### config.mk
export PLATFORM = sky130hd
export DESIGN_NAME = cic_decimator
export DESIGN_NICKNAME = d
export VERILOG_FILES = /design/src/rtl/cic_decimator.sv
export SDC_FILE = /design/constraint.sdc
export NUM_CORES = 2
export LEC_CHECK = 0
export CORE_MARGIN = 1.5
export CORE_UTILIZATION = 58
export DETAILED_ROUTE_END_ITERATION = 16
export PLACE_DENSITY = 0.77
export SYNTH_ARGS = -nofsm -noshare
export SYNTH_HDL_FRONTEND = slang
export SYNTH_SLANG_ARGS = --single-unit
### constraint.sdc
create_clock -name i_clock -period 3.5 [get_ports i_clock]
set_input_delay 0.7 -clock i_clock [delete_from_list [all_inputs] [get_ports i_clock]]
set_output_delay 0.7 -clock i_clock [all_outputs]
set_load 0.03 [all_outputs]
### src/rtl/cic_decimator.sv
// N-stage Hogenauer CIC decimator (M = 1) with runtime power-of-two rate and
// gain-normalised output taken as a truncated bit window of the last comb.
module cic_decimator #(
  parameter int unsigned IN_WIDTH      = 16,
  parameter int unsigned OUT_WIDTH     = 16,
  parameter int unsigned NUM_STAGES    = 4,
  parameter int unsigned MAX_RATE_LOG2 = 6
) (
  input  logic                                 i_clock,
  input  logic                                 i_reset,
  input  logic [$clog2(MAX_RATE_LOG2+1)-1:0]   i_rate_log2,
  input  logic                                 i_cfg_load,
  input  logic signed [IN_WIDTH-1:0]           i_in_data,
  input  logic                                 i_in_valid,
  output logic signed [OUT_WIDTH-1:0]          o_out_data,
  output logic                                 o_out_valid,
  output logic [$clog2(MAX_RATE_LOG2+1)-1:0]   o_rate_log2
);

  localparam int unsigned ACC_WIDTH = IN_WIDTH + NUM_STAGES * MAX_RATE_LOG2;
  localparam int unsigned RATE_W    = $clog2(MAX_RATE_LOG2 + 1);
  localparam int unsigned CNT_W     = MAX_RATE_LOG2;
  localparam int unsigned G_W       = $clog2(ACC_WIDTH + 1);
  localparam int unsigned EXT_W     = ACC_WIDTH + OUT_WIDTH;

  logic [RATE_W-1:0]                rate_q, rate_d;
  logic [CNT_W-1:0]                 cnt_q, cnt_d;
  logic                             dec_q, dec_d;
  logic signed [ACC_WIDTH-1:0]      integ_q [NUM_STAGES];
  logic signed [ACC_WIDTH-1:0]      integ_d [NUM_STAGES];
  logic signed [ACC_WIDTH-1:0]      comb_q  [NUM_STAGES];
  logic signed [ACC_WIDTH-1:0]      comb_d  [NUM_STAGES];
  logic signed [ACC_WIDTH-1:0]      dly_q   [NUM_STAGES];
  logic signed [ACC_WIDTH-1:0]      dly_d   [NUM_STAGES];
  logic [NUM_STAGES-1:0]            comb_v_q, comb_v_d;
  logic signed [OUT_WIDTH-1:0]      out_data_q, out_data_d;
  logic                             out_valid_q, out_valid_d;

  logic [RATE_W-1:0]                rate_clamp_c;
  logic [CNT_W:0]                   span_c;
  logic                             edge_c;
  logic signed [ACC_WIDTH-1:0]      x_ext_c;
  logic [G_W-1:0]                   gain_log2_c;
  logic [EXT_W-1:0]                 scale_ext_c;
  logic [EXT_W-1:0]                 scale_shift_c;

  // Rate clamp, decimation edge detect and output bit-window selection
  always_comb begin
    rate_clamp_c = (i_rate_log2 > RATE_W'(MAX_RATE_LOG2)) ? RATE_W'(MAX_RATE_LOG2) : i_rate_log2;
    span_c       = ((CNT_W+1)'(1) << rate_q) - (CNT_W+1)'(1);
    edge_c       = i_in_valid && (cnt_q == span_c[CNT_W-1:0]);
    x_ext_c      = {{(ACC_WIDTH-IN_WIDTH){i_in_data[IN_WIDTH-1]}}, i_in_data};
    gain_log2_c  = G_W'(IN_WIDTH) + G_W'(NUM_STAGES) * G_W'(rate_q);
    // Appending OUT_WIDTH zeros lets short windows zero-fill their low bits
    scale_ext_c   = {comb_q[NUM_STAGES-1], {OUT_WIDTH{1'b0}}};
    scale_shift_c = scale_ext_c >> gain_log2_c;
  end

  // Next-state: integrators on valid input, combs on decimated samples
  always_comb begin
    rate_d      = rate_q;
    cnt_d       = cnt_q;
    dec_d       = 1'b0;
    integ_d     = integ_q;
    comb_d      = comb_q;
    dly_d       = dly_q;
    comb_v_d    = '0;
    out_data_d  = out_data_q;
    out_valid_d = 1'b0;

    if (i_reset || i_cfg_load) begin
      rate_d     = rate_clamp_c;
      cnt_d      = '0;
      integ_d    = '{default: '0};
      comb_d     = '{default: '0};
      dly_d      = '{default: '0};
      out_data_d = '0;
    end else begin
      if (i_in_valid) begin
        integ_d[0] = integ_q[0] + x_ext_c;
        for (int s = 1; s < NUM_STAGES; s++) begin
          integ_d[s] = integ_q[s] + integ_q[s-1];
        end
        cnt_d = edge_c ? '0 : cnt_q + CNT_W'(1);
      end
      dec_d = edge_c;

      comb_v_d[0] = dec_q;
      if (dec_q) begin
        comb_d[0] = integ_q[NUM_STAGES-1] - dly_q[0];
        dly_d[0]  = integ_q[NUM_STAGES-1];
      end
      for (int s = 1; s < NUM_STAGES; s++) begin
        comb_v_d[s] = comb_v_q[s-1];
        if (comb_v_q[s-1]) begin
          comb_d[s] = comb_q[s-1] - dly_q[s];
          dly_d[s]  = comb_q[s-1];
        end
      end

      out_valid_d = comb_v_q[NUM_STAGES-1];
      if (comb_v_q[NUM_STAGES-1]) begin
        out_data_d = scale_shift_c[OUT_WIDTH-1:0];
      end
    end
  end

  always_ff @(posedge i_clock) begin
    rate_q      <= rate_d;
    cnt_q       <= cnt_d;
    dec_q       <= dec_d;
    integ_q     <= integ_d;
    comb_q      <= comb_d;
    dly_q       <= dly_d;
    comb_v_q    <= comb_v_d;
    out_data_q  <= out_data_d;
    out_valid_q <= out_valid_d;
  end

  assign o_out_data  = out_data_q;
  assign o_out_valid = out_valid_q;
  assign o_rate_log2 = rate_q;

endmodule
==> reports/results.tsv <==
metric	value	unit
status	finished, violations left	
synth unique cells	85	
diode count	0	
Post-CTS Hold Fix Bufs	0	
synthesis-to-layout area growth	11.0	%
Core Area	59100	um^2
vias	29337	
post-synthesis net count	4549	
Tightest Pin Transition	0.990	ns
final core utilization	65.2	%
sum of negative setup slack	0	ns
slowest CP cell	clkdlybuf4s50_1	
GPL Wtd Cong	0.913	
first-pass GRT wire length	133000	um
met2 WL	38900	um
CP Max Fanout	2	
Most used DFF post-synth	dfxtp_1	
crit-path most repeated cell	o21ai_2	
DRT antenna net count	0	
Mapped Avg Cell Area	8.26	um^2
Post-synth ARST share	0	%
CTS Buf Count	54	
Metal-1 WL	37300	um
EDFF count, synth	3	
worst min path class	in -> reg	
#FFs+latches synth	511	
hpwl dp	59900	um
critical path's top delay family	compound AO/OA/AOI/OAI gates	
Critical Path RT	4.00	ns
# setup viols final	0	
fraction of layout cells with a size suffix above 1	7.26	%
GRT Util Overall	25.9	%
Max Root-Sink Buffers	3	
Pins Over Slew Limit	0	
largest net degree at the start of global routing	127	
# rows	89	
DRC violations left	3	
Reg area	10300	um^2
multi-input combinational cell area	23100	um^2
Fillers	4989	
final setup skew	0.0279	ns
vias per cell	5.79	
clk sinks	511	
Crit Path Category	in -> reg	
Syn Std Cell Area	34700	um^2
nets	4604	
combined buffer and inverter count along the critical path	1	
Worst-path clk slew	0.06	ns
failing checks	DRC	
Fmax	298	MHz
max_cap viols	0	
Worst setup SP type	input pin	
number of global-route vias before repair	27275	
RSZ-0062 raised after global routing	yes	
die width	248	um
Max-slew headroom	33.9	%
pwr dens	331	nW/um^2
die footprint	61300	um^2
Mapped Cells	4204	
grt total ovfl	0	
WL met3	2520	um
CTS tree	built	
hold path depth	3	
Die H	248	um
period utilization	96.0	%
VDD IR max	379	uV
clock root buffer	clkbuf_16	
Initial DRC Count	1752	
H-tree depth	2	
Max Used Layer	met4	
antenna violations before repair	0	
Initial Util	58.7	%
slowest stage delay, CP	0.53	ns
synth warn	0	
worst skew pair latency	0.63	ns
drt pass-1 iters	13	
CP cell instances	clkdlybuf4s50_1 > ha_4 > a2111oi_4 > o21ai_2 > a311o_2 > a31oi_4 > o21ai_2 > a311oi_2 > nor3_1 > or3_1 > a21boi_1 > xnor2_1 > nor2_1	
Worst setup EP type	register	
Leak	16.7	nW
R2R depth	14	
final WL	81300	um
Final Power	12.7	mW
# IOs	43	
cell depth of the worst setup path	13	
Seq/Total Area, Yosys	29.5	%
critical path arrival	3.86	ns
minimum clock period	3.36	ns
final hold viol count	0	
DR WL/cell	16.0	um
PortBufs	42	
[per-stage QoR]
stage	area, um^2	cells	worst slack (ns)	hold WS, ns
final	38500	5068	0.141	0.452
after global routing	38500	5068	-0.0308	0.463
after CTS	38300	5057	0.0193	0.424
after detailed placement	36500	4965	-0.521	0.473
after global placement	36500	4965	-0.491	0.463
after floorplan	34700	4204	0.161	0.441
[flip-flops by register name (all words and copies together) (netlist names)]
| register | count |
|---|---|
| o_out_valid | 1 |
| o_out_data | 16 |
| dly_q | 160 |
| dec_q | 1 |
| integ_q | 160 |
| comb_v_q | 4 |
| comb_q | 160 |
| cnt_q | 6 |
| o_rate_log2 | 3 |
[cell families after synthesis]
kind of cell	count (synthesis)	synth area share (%)
XOR/XNOR	285	7.19
adder cells (fa/ha/maj)	322	11.8
buffers and inverters	416	4.50
flip-flops	511	29.5
AND/OR/NAND/NOR	1213	15.6
AO/OA/AOI/OAI	1067	19.8
multiplexers	390	11.6
[cell usage in the layout (no fill, tap or decap), types with 7 or more instances in the layout]
cell / Yosys / layout
o21ai_1: 6 / 8
clkbuf_8: 0 / 8
xor2_1: 119 / 119
or3_1: 16 / 16
clkinv_2: 0 / 9
nand2b_1: 50 / 50
nand3b_1: 14 / 14
a21boi_0: 8 / 8
o21a_1: 43 / 43
nor3_1: 47 / 47
o22ai_1: 10 / 9
a21o_1: 183 / 183
xnor2_1: 166 / 166
a211oi_1: 69 / 67
inv_1: 220 / 219
clkbuf_16: 0 / 56
nor2b_1: 52 / 51
nor2_1: 553 / 551
ha_1: 314 / 312
dfxtp_1: 508 / 504
o21bai_1: 25 / 24
nand4_1: 32 / 32
a31oi_1: 41 / 37
a211o_1: 10 / 10
o31ai_1: 16 / 16
o211ai_1: 35 / 35
buf_4: 0 / 147
mux2i_1: 376 / 376
mux4_2: 9 / 9
and3_1: 35 / 35
nand2_1: 266 / 266
o21ai_0: 217 / 214
a311oi_1: 19 / 19
nor3b_1: 7 / 7
nand3_1: 100 / 100
o31a_1: 8 / 8
a21oi_1: 300 / 295
clkdlybuf4s50_1: 0 / 41
and2_1: 19 / 19
[worst register-to-register path: cells and delay by family, from the launching register on]
kind            cells  cell delay [ns]
compound gates      6             1.52
xor+xnor            1             0.18
fa+ha+maj           1             0.38
buf+inv             2             0.31
flops               1             0.33
mux                 1             0.16
simple gates        3             0.37
[routing by layer]
| layer | GRT usage (%) | vias to the layer above |
|---|---|---|
| met5 | 0 | - |
| met4 | 9.06 | 0 |
| met3 | 2.60 | 152 |
| met2 | 45.3 | 476 |
| met1 | 33.0 | 13686 |
| li1 | - | 15023 |
[cell usage after synthesis, drive strengths merged, types with 6 or more instances]
| cell | n | area share (%) |
|---|---|---|
| nand3b | 14 | 0.30 |
| nand4 | 32 | 0.58 |
| or3 | 16 | 0.29 |
| a311oi | 21 | 0.57 |
| xnor2 | 166 | 4.2 |
| xor2 | 119 | 3.0 |
| mux2i | 376 | 11 |
| and2 | 19 | 0.34 |
| a21oi | 300 | 4.3 |
| inv | 220 | 2.4 |
| nand3 | 100 | 1.4 |
| mux4 | 9 | 0.58 |
| o21ai | 225 | 3.3 |
| o22ai | 10 | 0.18 |
| nand2b | 50 | 0.90 |
| dfxtp | 508 | 29 |
| a211oi | 69 | 1.5 |
| clkbuf | 168 | 1.8 |
| o31ai | 18 | 0.42 |
| ha | 314 | 11 |
| nor2b | 52 | 0.94 |
| fa | 8 | 0.46 |
| nor3 | 47 | 0.68 |
| nand2 | 266 | 2.9 |
| nor3b | 7 | 0.15 |
| buf | 27 | 0.30 |
| a31oi | 42 | 0.80 |
| a2111oi | 7 | 0.23 |
| a211o | 10 | 0.25 |
| o31a | 8 | 0.20 |
| o211ai | 35 | 0.76 |
| and3 | 35 | 0.63 |
| o2111ai | 6 | 0.15 |
| o21bai | 25 | 0.54 |
| a21boi | 9 | 0.19 |
| o21a | 43 | 0.93 |
| nor2 | 553 | 6.0 |
| a21o | 184 | 4.0 |
[power breakdown]
| part | internal, mW | switching [mW] |
|---|---|---|
| Clock | 3.37 | 2.44 |
| Sequential | 5.86 | 0.0481 |
| Combinational | 0.442 | 0.578 |
[layout make-up]
cell class | instances | area share, %
clock buffers | 70 | 3.98
clock inverters | 22 | 0.656
inverters | 221 | 2.17
multi-input cells | 3277 | 59.8
flip-flops and latches | 511 | 26.7
well taps | 773 | 2.51
repair buffers | 194 | 4.22
[final timing paths]
check | to | slack (ns) | startpoint
setup reg to reg | integ_q[39] | 0.16 | integ_q[7]
setup / recovery | integ_q[159] | 0.14 | i_in_data[4]
hold / removal | cnt_q[1] | 0.45 | i_in_valid
hold reg to reg | o_out_data[14] | 0.48 | o_out_data[14]
[repair_timing]
item	CTS	global route
resized for setup	0	31
setup endpoints to repair	0	31
setup buffers	0	11
Power figures use the tool's default switching activity.
==> variant, RTL diff (same settings) <==
Register the inputs `i_rate_log2`, `i_cfg_load`, `i_in_data` and `i_in_valid` before use. The logic sees them one clock later.
--- a/src/rtl/cic_decimator.sv
+++ b/src/rtl/cic_decimator.sv
@@ -25,2 +25,14 @@
 
+  logic [$clog2(MAX_RATE_LOG2+1)-1:0] i_rate_log2_q;
+  logic i_cfg_load_q;
+  logic signed [IN_WIDTH-1:0] i_in_data_q;
+  logic i_in_valid_q;
+
+  always_ff @(posedge i_clock) begin
+    i_rate_log2_q <= i_rate_log2;
+    i_cfg_load_q  <= i_cfg_load;
+    i_in_data_q   <= i_in_data;
+    i_in_valid_q  <= i_in_valid;
+  end
+
   logic [RATE_W-1:0]                rate_q, rate_d;
@@ -48,6 +60,6 @@
   always_comb begin
-    rate_clamp_c = (i_rate_log2 > RATE_W'(MAX_RATE_LOG2)) ? RATE_W'(MAX_RATE_LOG2) : i_rate_log2;
+    rate_clamp_c = (i_rate_log2_q > RATE_W'(MAX_RATE_LOG2)) ? RATE_W'(MAX_RATE_LOG2) : i_rate_log2_q;
     span_c       = ((CNT_W+1)'(1) << rate_q) - (CNT_W+1)'(1);
-    edge_c       = i_in_valid && (cnt_q == span_c[CNT_W-1:0]);
-    x_ext_c      = {{(ACC_WIDTH-IN_WIDTH){i_in_data[IN_WIDTH-1]}}, i_in_data};
+    edge_c       = i_in_valid_q && (cnt_q == span_c[CNT_W-1:0]);
+    x_ext_c      = {{(ACC_WIDTH-IN_WIDTH){i_in_data_q[IN_WIDTH-1]}}, i_in_data_q};
     gain_log2_c  = G_W'(IN_WIDTH) + G_W'(NUM_STAGES) * G_W'(rate_q);
@@ -70,3 +82,3 @@
 
-    if (i_reset || i_cfg_load) begin
+    if (i_reset || i_cfg_load_q) begin
       rate_d     = rate_clamp_c;
@@ -78,3 +90,3 @@
     end else begin
-      if (i_in_valid) begin
+      if (i_in_valid_q) begin
         integ_d[0] = integ_q[0] + x_ext_c;
Check against the original RTL: not equivalent (a bounded check fails within 4 cycles, from zero or initial values).
==> variant against the original RTL <==
Cell area is 0.77% higher. Final cell count about the same. Utilization down 0.95 points. Register-to-register slack got worse by 0.06 ns. Setup slack got worse by 0.037 ns. Power grew 5.4%. Sequential share of layout area is 0.89 points higher. Sequential cell count increased by 21. Synthesized cell count up 1.6%. Area after synthesis grew 2.5%. Via count grew 1.4%. Routed wire length is 3.4% higher.
==> variant: results (changes against the original RTL) <==
Status = finished clean (was complete, but fails checks)
Synth top cells by count = 613 x nor2_1, 529 x dfxtp_1, 384 x mux2i_1 (was 553 x nor2_1, 508 x dfxtp_1, 376 x mux2i_1)
Clock latency on the worst-skew pair = 0.63 ns (about the same)
Min Tclk post-route = 3.395 ns (was 3.359 ns)
Mux contribution to synthesized area = 11.56% (was 11.59%)
Worst Hold Class = reg -> reg (was in -> reg)
GP Congestion = 0.9231 (was 0.9132)
Share of cells above drive strength 1 = 5.430% (was 7.264%)
First-pass GRT wire length = 137900 um (was 133200 um)
Num CTS Buffers = 58 (was 54)
GR Util All Layers = 26.13% (was 25.89%)
Min Hold Slack = 0.4292 ns (was 0.4522 ns)
Pin count of the biggest net entering global routing = 140 (was 127)
Post-CTS resize count = 0 (unchanged)
Iteration-0 DRC Markers = 1714 (was 1752)
Slew margin rel. = 31.06% (was 33.88%)
DP Wirelength = 61420 um (was 59880 um)
Sequential power share = 45.9% (was 46.4%)
Most area-consuming cells after synthesis = dfxtp_1 30%, ha_1 11%, mux2i_1 11% (was dfxtp_1 29%, ha_1 11%, mux2i_1 11%)
Synth Flop Type = dfxtp_1 (unchanged)
Vias = 29740 (was 29340)
TritonRoute pass-1 iters = 5 (was 13)
Pleak = 16.24 nW (was 16.69 nW)
Synth Area in Compound Gates = 20.27% (was 19.78%)
Wire per inst = 16.57 um (was 16.03 um)
Nets = 4589 (was 4604)
Fin Clk Skew = 0.02516 ns (was 0.02791 ns)
Sw power = 0.003250 W (was 0.003070 W)
Pre-CTS setup slack = 0.09625 ns (was -0.5213 ns)
CP arrival = 3.95 ns (was 3.86 ns)
Synth Area in XOR/XNOR = 7.016% (was 7.189%)
Worst vdd ir = 0.3680 mV (was 0.3789 mV)
Post-synthesis area per instance = 8.330 um2 (was 8.259 um2)
Yosys cell types = 87 (was 85)
DP Cell Count = 4959 (was 4965)
Slack of the worst reg-to-reg path = 0.10 ns (was 0.16 ns)
Vias in the first global route = 27880 (was 27280)
[variant: cells by family (layout without fill, tap and decap cells)]
logic type	after synthesis	after routing
compound gates	1096	1096
simple gates	1200	1200
mux	401	401
flops	532	532
buf+inv	435	455
fa+ha+maj	322	322
xor+xnor	285	285
[variant: worst paths after layout]
| path | depth (start not counted) | from | endpoint |
|---|---|---|---|
| max reg2reg | 14 | dly_q[41] | comb_q[77] |
| max | 14 | dly_q[41] | comb_q[77] |
| min reg2reg | 0 | i_rate_log2_q[2] | o_rate_log2[2] |
| min | 0 | i_rate_log2_q[2] | o_rate_log2[2] |
[variant: through the flow]
| step | instance area (um2) | power, W | setup TNS, ns |
|---|---|---|---|
| CTS | 38720 | 0.01354 | 0 |
| global route | 38840 | 0.01392 | -0.09994 |
| detailed placement | 36770 | 0.007309 | 0 |
| floorplan | 35580 | 0.007070 | 0 |
| finish | 38840 | 0.01343 | 0 |
| global placement | 36770 | 0.007295 | 0 |
[variant: critical path, cell delays in order, from the launching register on]
cell and delay (ns):
dfxtp_1 0.37, inv_1 0.06, ha_1 0.27, nor2b_1 0.15, o2111ai_1 0.21, and3_1 0.26, o21ai_1 0.10, or2_1 0.29
a41o_1 0.30, a221o_1 0.41, a311oi_4 0.30, buf_4 0.19, o31ai_4 0.10, a31o_1 0.24, o211ai_1 0.07
[variant: area by class of cell]
cell class	instances	area [um2]
clock buffers	84	1699
clock inverters	23	250.2
fillers	5106	21630
inverters	242	915.9
multi-input cells	3304	23340
flip-flops and latches	532	10700
well taps	782	978.4
repair buffers	106	963.4
[variant: layer usage]
layer  part of all wire (%)  vias up  global-route usage, %  wire length (um)
met3                    3.5      152                  2.899              2965
li1                       -    15160                      -                 -
met4                    3.2        0                  9.299              2726
met5                      0        -                      0                 0
met1                     45    13890                  33.18             38070
met2                     48      541                  45.68             40290
